## config.mk

```make
export PLATFORM = sky130hd
export DESIGN_NAME = hm_scan_flat
export DESIGN_NICKNAME = d
export VERILOG_FILES = /design/src/rtl/hm_scan_if.sv /design/src/rtl/hm_scan.sv /design/src/flat_wrapper.sv
export SDC_FILE = /design/constraint.sdc
export NUM_CORES = 1
export LEC_CHECK = 0
export ABC_AREA = 1
export CELL_PAD_IN_SITES_DETAIL_PLACEMENT = 0
export CELL_PAD_IN_SITES_GLOBAL_PLACEMENT = 1
export CORE_ASPECT_RATIO = 2
export CORE_UTILIZATION = 35
export DETAILED_ROUTE_END_ITERATION = 7
export GPL_ROUTABILITY_DRIVEN = 1
export PLACE_DENSITY = 0.83
export SYNTH_ARGS = -nofsm -noshare
export SYNTH_HDL_FRONTEND = slang
export SYNTH_SLANG_ARGS = --single-unit
```

## constraint.sdc

```tcl
create_clock -name sys_clk -period 2.65 [get_ports sys_clk]
set_input_delay 0.3975 -clock sys_clk [delete_from_list [all_inputs] [get_ports sys_clk]]
set_output_delay 0.3975 -clock sys_clk [all_outputs]
set_load 0.02 [all_outputs]
```

## src/rtl/hm_scan_if.sv

```systemverilog
// Port bundle between the host-memory page scanner and its host side.
// Control inputs (start/abort/mem_busy) are level signals sampled on sys_clk;
// there is no valid/ready handshake: the scanner owns the buffer's port-A
// address every cycle, and read data is valid one cycle after the address
// unless mem_busy stole that cycle.
interface hm_scan_if;
    logic        start;
    logic        abort;
    logic        mem_busy;
    logic [63:0] pattern;
    logic [63:0] mask;
    logic [63:0] hm_addr;
    logic [63:0] hm_data;
    logic        busy;
    logic        done;
    logic        result_valid;
    logic [63:0] checksum;
    logic [9:0]  match_cnt;
    logic [8:0]  first_idx;
    logic        found;
    logic [1:0]  scan_state;

    modport master (
        output start, abort, mem_busy, pattern, mask, hm_data,
        input  hm_addr, busy, done, result_valid, checksum, match_cnt,
               first_idx, found, scan_state
    );

    modport slave (
        input  start, abort, mem_busy, pattern, mask, hm_data,
        output hm_addr, busy, done, result_valid, checksum, match_cnt,
               first_idx, found, scan_state
    );
endinterface

```

## src/rtl/hm_scan.sv

```systemverilog
// Host-memory page scanner: walks the completion buffer one qword per cycle,
// folding each qword into a rotate-XOR checksum and counting qwords that
// match a masked pattern. scan_state exposes the FSM for debug.
module hm_scan #(
    parameter int QWORDS = 512
) (
    input  logic     sys_clk,
    input  logic     sys_rst_n,
    hm_scan_if.slave bus
);

    typedef enum logic [1:0] {
        IDLE  = 2'd0,
        SCAN  = 2'd1,
        DRAIN = 2'd2,
        DONE  = 2'd3
    } state_t;

    localparam logic [9:0] LAST_IDX = 10'(QWORDS - 1);

    state_t      state;
    state_t      state_nxt;
    logic [9:0]  issue_idx;
    logic        rd_v;
    logic [8:0]  rd_idx;
    logic [63:0] pat_q;
    logic [63:0] mask_q;
    logic        start_acc;
    logic        hit;

    // abort wins over a simultaneous start, so the start is simply not taken
    assign start_acc = (state == IDLE) && bus.start && !bus.abort;
    assign hit       = ((bus.hm_data ^ pat_q) & mask_q) == 64'd0;

    assign bus.hm_addr    = {52'd0, issue_idx[8:0], 3'b000};
    assign bus.busy       = (state == SCAN) || (state == DRAIN);
    assign bus.done       = (state == DONE);
    assign bus.scan_state = state;

    // State register
    always_ff @(posedge sys_clk) begin
        if (!sys_rst_n) state <= IDLE;
        else            state <= state_nxt;
    end

    // Next-state logic; abort overrides every non-IDLE transition
    always_comb begin
        state_nxt = state;
        case (state)
            IDLE:  if (start_acc) state_nxt = SCAN;
            SCAN:  if (!bus.mem_busy && issue_idx == LAST_IDX) state_nxt = DRAIN;
            DRAIN: if (rd_v) state_nxt = DONE;
            DONE:  state_nxt = IDLE;
            default: state_nxt = IDLE;
        endcase
        if (bus.abort && state != IDLE) state_nxt = IDLE;
    end

    // Issue counter: advances on honoured SCAN cycles, parked at 0 otherwise
    // so the address bus shows index 0 whenever the scanner is not scanning.
    always_ff @(posedge sys_clk) begin
        if (!sys_rst_n) begin
            issue_idx <= 10'd0;
        end else if (state_nxt != SCAN) begin
            issue_idx <= 10'd0;
        end else if (state == SCAN && !bus.mem_busy) begin
            issue_idx <= issue_idx + 10'd1;
        end
    end

    // Read-data valid pipeline: data for rd_idx arrives one cycle after issue
    always_ff @(posedge sys_clk) begin
        if (!sys_rst_n) begin
            rd_v   <= 1'b0;
            rd_idx <= 9'd0;
        end else begin
            rd_v   <= (state == SCAN) && !bus.mem_busy && !bus.abort;
            rd_idx <= issue_idx[8:0];
        end
    end

    // Accumulators: cleared and compare value latched on an accepted start
    always_ff @(posedge sys_clk) begin
        if (!sys_rst_n) begin
            bus.checksum  <= 64'd0;
            bus.match_cnt <= 10'd0;
            bus.first_idx <= 9'd0;
            bus.found     <= 1'b0;
            pat_q         <= 64'd0;
            mask_q        <= 64'd0;
        end else if (start_acc) begin
            bus.checksum  <= 64'd0;
            bus.match_cnt <= 10'd0;
            bus.first_idx <= 9'd0;
            bus.found     <= 1'b0;
            pat_q         <= bus.pattern;
            mask_q        <= bus.mask;
        end else if (rd_v) begin
            bus.checksum <= {bus.checksum[62:0], bus.checksum[63]} ^ bus.hm_data;
            if (hit) begin
                bus.match_cnt <= bus.match_cnt + 10'd1;
                if (!bus.found) begin
                    bus.found     <= 1'b1;
                    bus.first_idx <= rd_idx;
                end
            end
        end
    end

    // Result-valid flag: raised on entry to DONE, dropped by a new scan
    always_ff @(posedge sys_clk) begin
        if (!sys_rst_n) begin
            bus.result_valid <= 1'b0;
        end else if (start_acc) begin
            bus.result_valid <= 1'b0;
        end else if (state_nxt == DONE && state != DONE) begin
            bus.result_valid <= 1'b1;
        end
    end

endmodule

```

## src/flat_wrapper.sv

```systemverilog
// flat-port wrapper written by rule: the top's interface ports become plain ports
module hm_scan_flat 
#(
    parameter int QWORDS = 512
)
  (sys_clk, sys_rst_n, bus_start, bus_abort, bus_mem_busy, bus_pattern, bus_mask, bus_hm_data, bus_hm_addr, bus_busy, bus_done, bus_result_valid, bus_checksum, bus_match_cnt, bus_first_idx, bus_found, bus_scan_state);
  hm_scan_if bus_i ();
  input  logic sys_clk;
  input  logic sys_rst_n;
  input wire logic [$bits(bus_i.start)-1:0] bus_start;
  input wire logic [$bits(bus_i.abort)-1:0] bus_abort;
  input wire logic [$bits(bus_i.mem_busy)-1:0] bus_mem_busy;
  input wire logic [$bits(bus_i.pattern)-1:0] bus_pattern;
  input wire logic [$bits(bus_i.mask)-1:0] bus_mask;
  input wire logic [$bits(bus_i.hm_data)-1:0] bus_hm_data;
  output wire logic [$bits(bus_i.hm_addr)-1:0] bus_hm_addr;
  output wire logic [$bits(bus_i.busy)-1:0] bus_busy;
  output wire logic [$bits(bus_i.done)-1:0] bus_done;
  output wire logic [$bits(bus_i.result_valid)-1:0] bus_result_valid;
  output wire logic [$bits(bus_i.checksum)-1:0] bus_checksum;
  output wire logic [$bits(bus_i.match_cnt)-1:0] bus_match_cnt;
  output wire logic [$bits(bus_i.first_idx)-1:0] bus_first_idx;
  output wire logic [$bits(bus_i.found)-1:0] bus_found;
  output wire logic [$bits(bus_i.scan_state)-1:0] bus_scan_state;
  assign bus_i.start = bus_start;
  assign bus_i.abort = bus_abort;
  assign bus_i.mem_busy = bus_mem_busy;
  assign bus_i.pattern = bus_pattern;
  assign bus_i.mask = bus_mask;
  assign bus_i.hm_data = bus_hm_data;
  assign bus_hm_addr = bus_i.hm_addr;
  assign bus_busy = bus_i.busy;
  assign bus_done = bus_i.done;
  assign bus_result_valid = bus_i.result_valid;
  assign bus_checksum = bus_i.checksum;
  assign bus_match_cnt = bus_i.match_cnt;
  assign bus_first_idx = bus_i.first_idx;
  assign bus_found = bus_i.found;
  assign bus_scan_state = bus_i.scan_state;
  hm_scan #(.QWORDS(QWORDS)) u_core (.sys_clk(sys_clk), .sys_rst_n(sys_rst_n), .bus(bus_i));
endmodule
```

==> results.yml <==
logic_synthesis:
  ys_ff_latch: 235
  synth_warnings: 0
  yosysSeqAreaShare_pct: 41.9
  yosys.area.top_type_share_pct: 41.9
  ys_top_cells_by_area: "dfxtp_1 (42%), nand2_1 (8.9%), o21ai_0 (8.8%)"
  syn-cell-area_um2: 11200
  netlist_instances: 1583
  avgSynthCellArea_um2: 7.09
  synth.distinct_cells: 34
  yosys.area.top_type: "dfxtp_1"
clock_tree:
  cts.clk_slew.worst_paths_ns: 0.07
  cts_made_buffers: 23
  htree_levels: 1
  numClockSinks: 235
  post_cts_buffers: 0
  cts_hold_buf: 0
  cts-root-buf: "clkbuf_16"
  clkLatencyLatePin_ns: 0.54
  cts_resized: 0
  clockBufferDepth: 3
  cts_tree: "built"
power:
  irDropWorstVdd_uv: 405
  intPower_w: 0.00633
  seqPwrFrac_pct: 43.8
  swShare_pct: 28.2
  combPwrFrac_pct: 17.8
  p_leak_nw: 6.39
  powerDensity_nw_per_um2: 584
  finalPower_w: 0.00882
  power_frac_clock_pct: 38.4
  p_sw_w: 0.00248
setup_path:
  r2r_end: "u_core.bus.checksum[37]"
  cp_slowest_stage_delay_ns: 0.59
  reg2reg_from: "u_core.bus.scan_state[0]"
  cp_cell_sequence: "inv_1 > ha_1 > clkdlybuf4s50_1"
  worstSetupPathType: "flip-flop to output pin"
  startpoint_type: "flip-flop"
  cp_max_fo: 7
  rrSetupSlack_ns: 0.67
  crit_start: "u_core.bus.scan_state[0]"
  slowest_stage: "clkdlybuf4s50_1"
  cp.arrival_ns: 2.04
  critPathRequiredTime_ns: 2.25
  crit_path_end_kind: "output pin"
  worst-r2r-cell-count: 8
finish:
  fin_nets: 2042
  drive_above_1_share_pct: 4.31
  fin_util_pct: 47.8
  syn2layout_area_growth_pct: 34.5
  final_area_um2: 15100
  nFillCells: 3238
  layout_commonest_cell: "clkdlybuf4s50_1"
  final_cell_mix: "clkdlybuf4s50_1 (293), nand2_1 (267), nor2_1 (257)"
hold_path:
  whs_endpoint: "u_core.bus.scan_state[1]"
  hold_class: "input port to flip-flop"
  hold-path-cell-count: 3
  worstHoldStart: "sys_rst_n"
floorplanning:
  die_area_um2: 32800
  rows: 92
  start_util_pct: 35.6
  core_area_um2: 31500
  die_w_um: 129
  dieHeight_um: 255
  io_pins: 350
place:
  dp_hpwl_mm: 27.4
  post_dp_cell_area_um2: 14300
  io_buffers: 294
  globalplace.congestion: 0.813
drt:
  wl_per_cell_um: 15.6
  post-route-drc-count: 0
  drt_wl_total_mm: 35.6
  dr.first_iter.drc_count: 487
  met3_length_mm: 1.43
  met1Wirelength_mm: 12.3
  dr_wl_met2_mm: 20.2
  dr.pass1.iters: 4
  ant_nets: 0
  vias_per_cell: 4.63
  dr_total_vias: 10600
  top_layer: "met4"
timing:
  relSlewSlack_pct: 59.8
  setup_viol: 0
  finalHoldViolCount: 0
  post-route-min-period_ns: 2.44
  fmax_ghz: 0.410
  finClkSkew_ns: 0.0162
  tightest_slew_ns: 0.603
  final.setup.tns_ns: 0
  rsz0062_at_grt: "no"
  slew_violations: 0
  fin_crit_sh_pct: 92.0
global_routing:
  groute.usage.overall_pct: 21.5
  grt_pass1_vias: 10100
  antenna_found_initial: 11
  grt_pass1_wl_mm: 53.9
  grt_max_degree: 139
  grt_overflow: 0
outcome:
  status: "completed"
job:
  cap_viol_max_count: 0
## power groups by stage
stage	sequential, W	clock, W	combinational [W]
finish	0.00386	0.00339	0.00157
global placement	0.00393	0	0.00157
CTS	0.00386	0.00349	0.00159
detailed placement	0.00394	0	0.00158
global route	0.00388	0.00362	0.00175
floorplan	0.00394	0	0.000960
## how the worst max path moves through the flow
| stage | endpoint | depth (start not counted) |
|---|---|---|
| 2_1_floorplan | u_core.bus.checksum[23] | 9 |
| 3_3_place_gp | u_core.bus.first_idx[5] | 11 |
| 3_5_place_dp | u_core.bus.first_idx[2] | 12 |
| 4_1_cts | bus_busy | 3 |
| 5_1_grt | bus_busy | 3 |
| 6_report | bus_busy | 3 |
## cell usage after synthesis
cell,instances
o21a_1,1
nor2_1,258
nand4_1,14
nor2_4,2
conb_1,1
inv_1,155
ha_1,8
nand2_1,267
buf_6,2
clkbuf_8,1
nor3b_1,1
clkbuf_1,62
xor2_1,11
nand3_1,60
or2_0,2
inv_2,1
nor4_1,1
nand3_4,1
xnor2_1,69
buf_4,64
nand3b_1,5
buf_1,1
a22oi_1,1
or2_2,2
nand2_2,1
nand3_2,17
nor3_1,2
clkinv_1,1
a21oi_1,135
dfxtp_1,235
o21ai_0,198
buf_2,1
nor2_2,2
and3_1,1
## logic make-up after synthesis
kind of cell | after synthesis | share of synthesized area (%)
other | 1 | 0.0334
AOI/OAI and AO/OA | 335 | 15.0
buffers and inverters | 288 | 12.0
adders and majority gates | 8 | 0.892
DFF | 235 | 41.9
and+or+nand+nor | 636 | 23.9
xor gates and xnor gates | 80 | 6.25
## stage by stage
step                setup WS [ns]  cells  hold WS, ns
detailed placement          0.120   2235        0.442
global placement            0.151   2235        0.434
global route                0.160   2288        0.213
CTS                         0.185   2277        0.171
floorplan                   0.769   1637        0.430
finish                      0.213   2289        0.181
## registers in the layout, indices dropped and copies added (netlist names)
| signal | count |
|---|---|
| u_core.bus.checksum | 64 |
| u_core.mask_q | 64 |
| u_core.pat_q | 64 |
| u_core.bus.match_cnt | 10 |
| u_core.issue_idx | 10 |
| u_core.bus.first_idx | 9 |
| u_core.rd_idx | 9 |
| u_core.bus.scan_state | 2 |
| u_core.bus.found | 1 |
| u_core.bus.result_valid | 1 |
| u_core.rd_v | 1 |
## per-layer routing
metal / GRT usage, % / vias to the layer above
met5: 0 / -
met1: 20.5 / 4809
li1: - / 5428
met2: 42.6 / 285
met3: 2.70 / 77
met4: 12.9 / 0
## final cells by class
class	count	area, µm²	area share [%]
antenna	12	30.0	0.199
clock buffer	29	639	4.24
clock inverter	13	128	0.846
inverter	157	589	3.91
multi-input combinational	1114	5380	35.7
sequential	235	4710	31.2
tap	423	529	3.51
timing repair buffer	306	3080	20.4
## critical path, delay by kind of cell (launching register included)
family	cells	cell delay (ns)
buffers and inverters	2	0.73
flip-flops	1	0.46
adder cells (fa/ha/maj)	1	0.30
(Power assumes the default switching activity.)
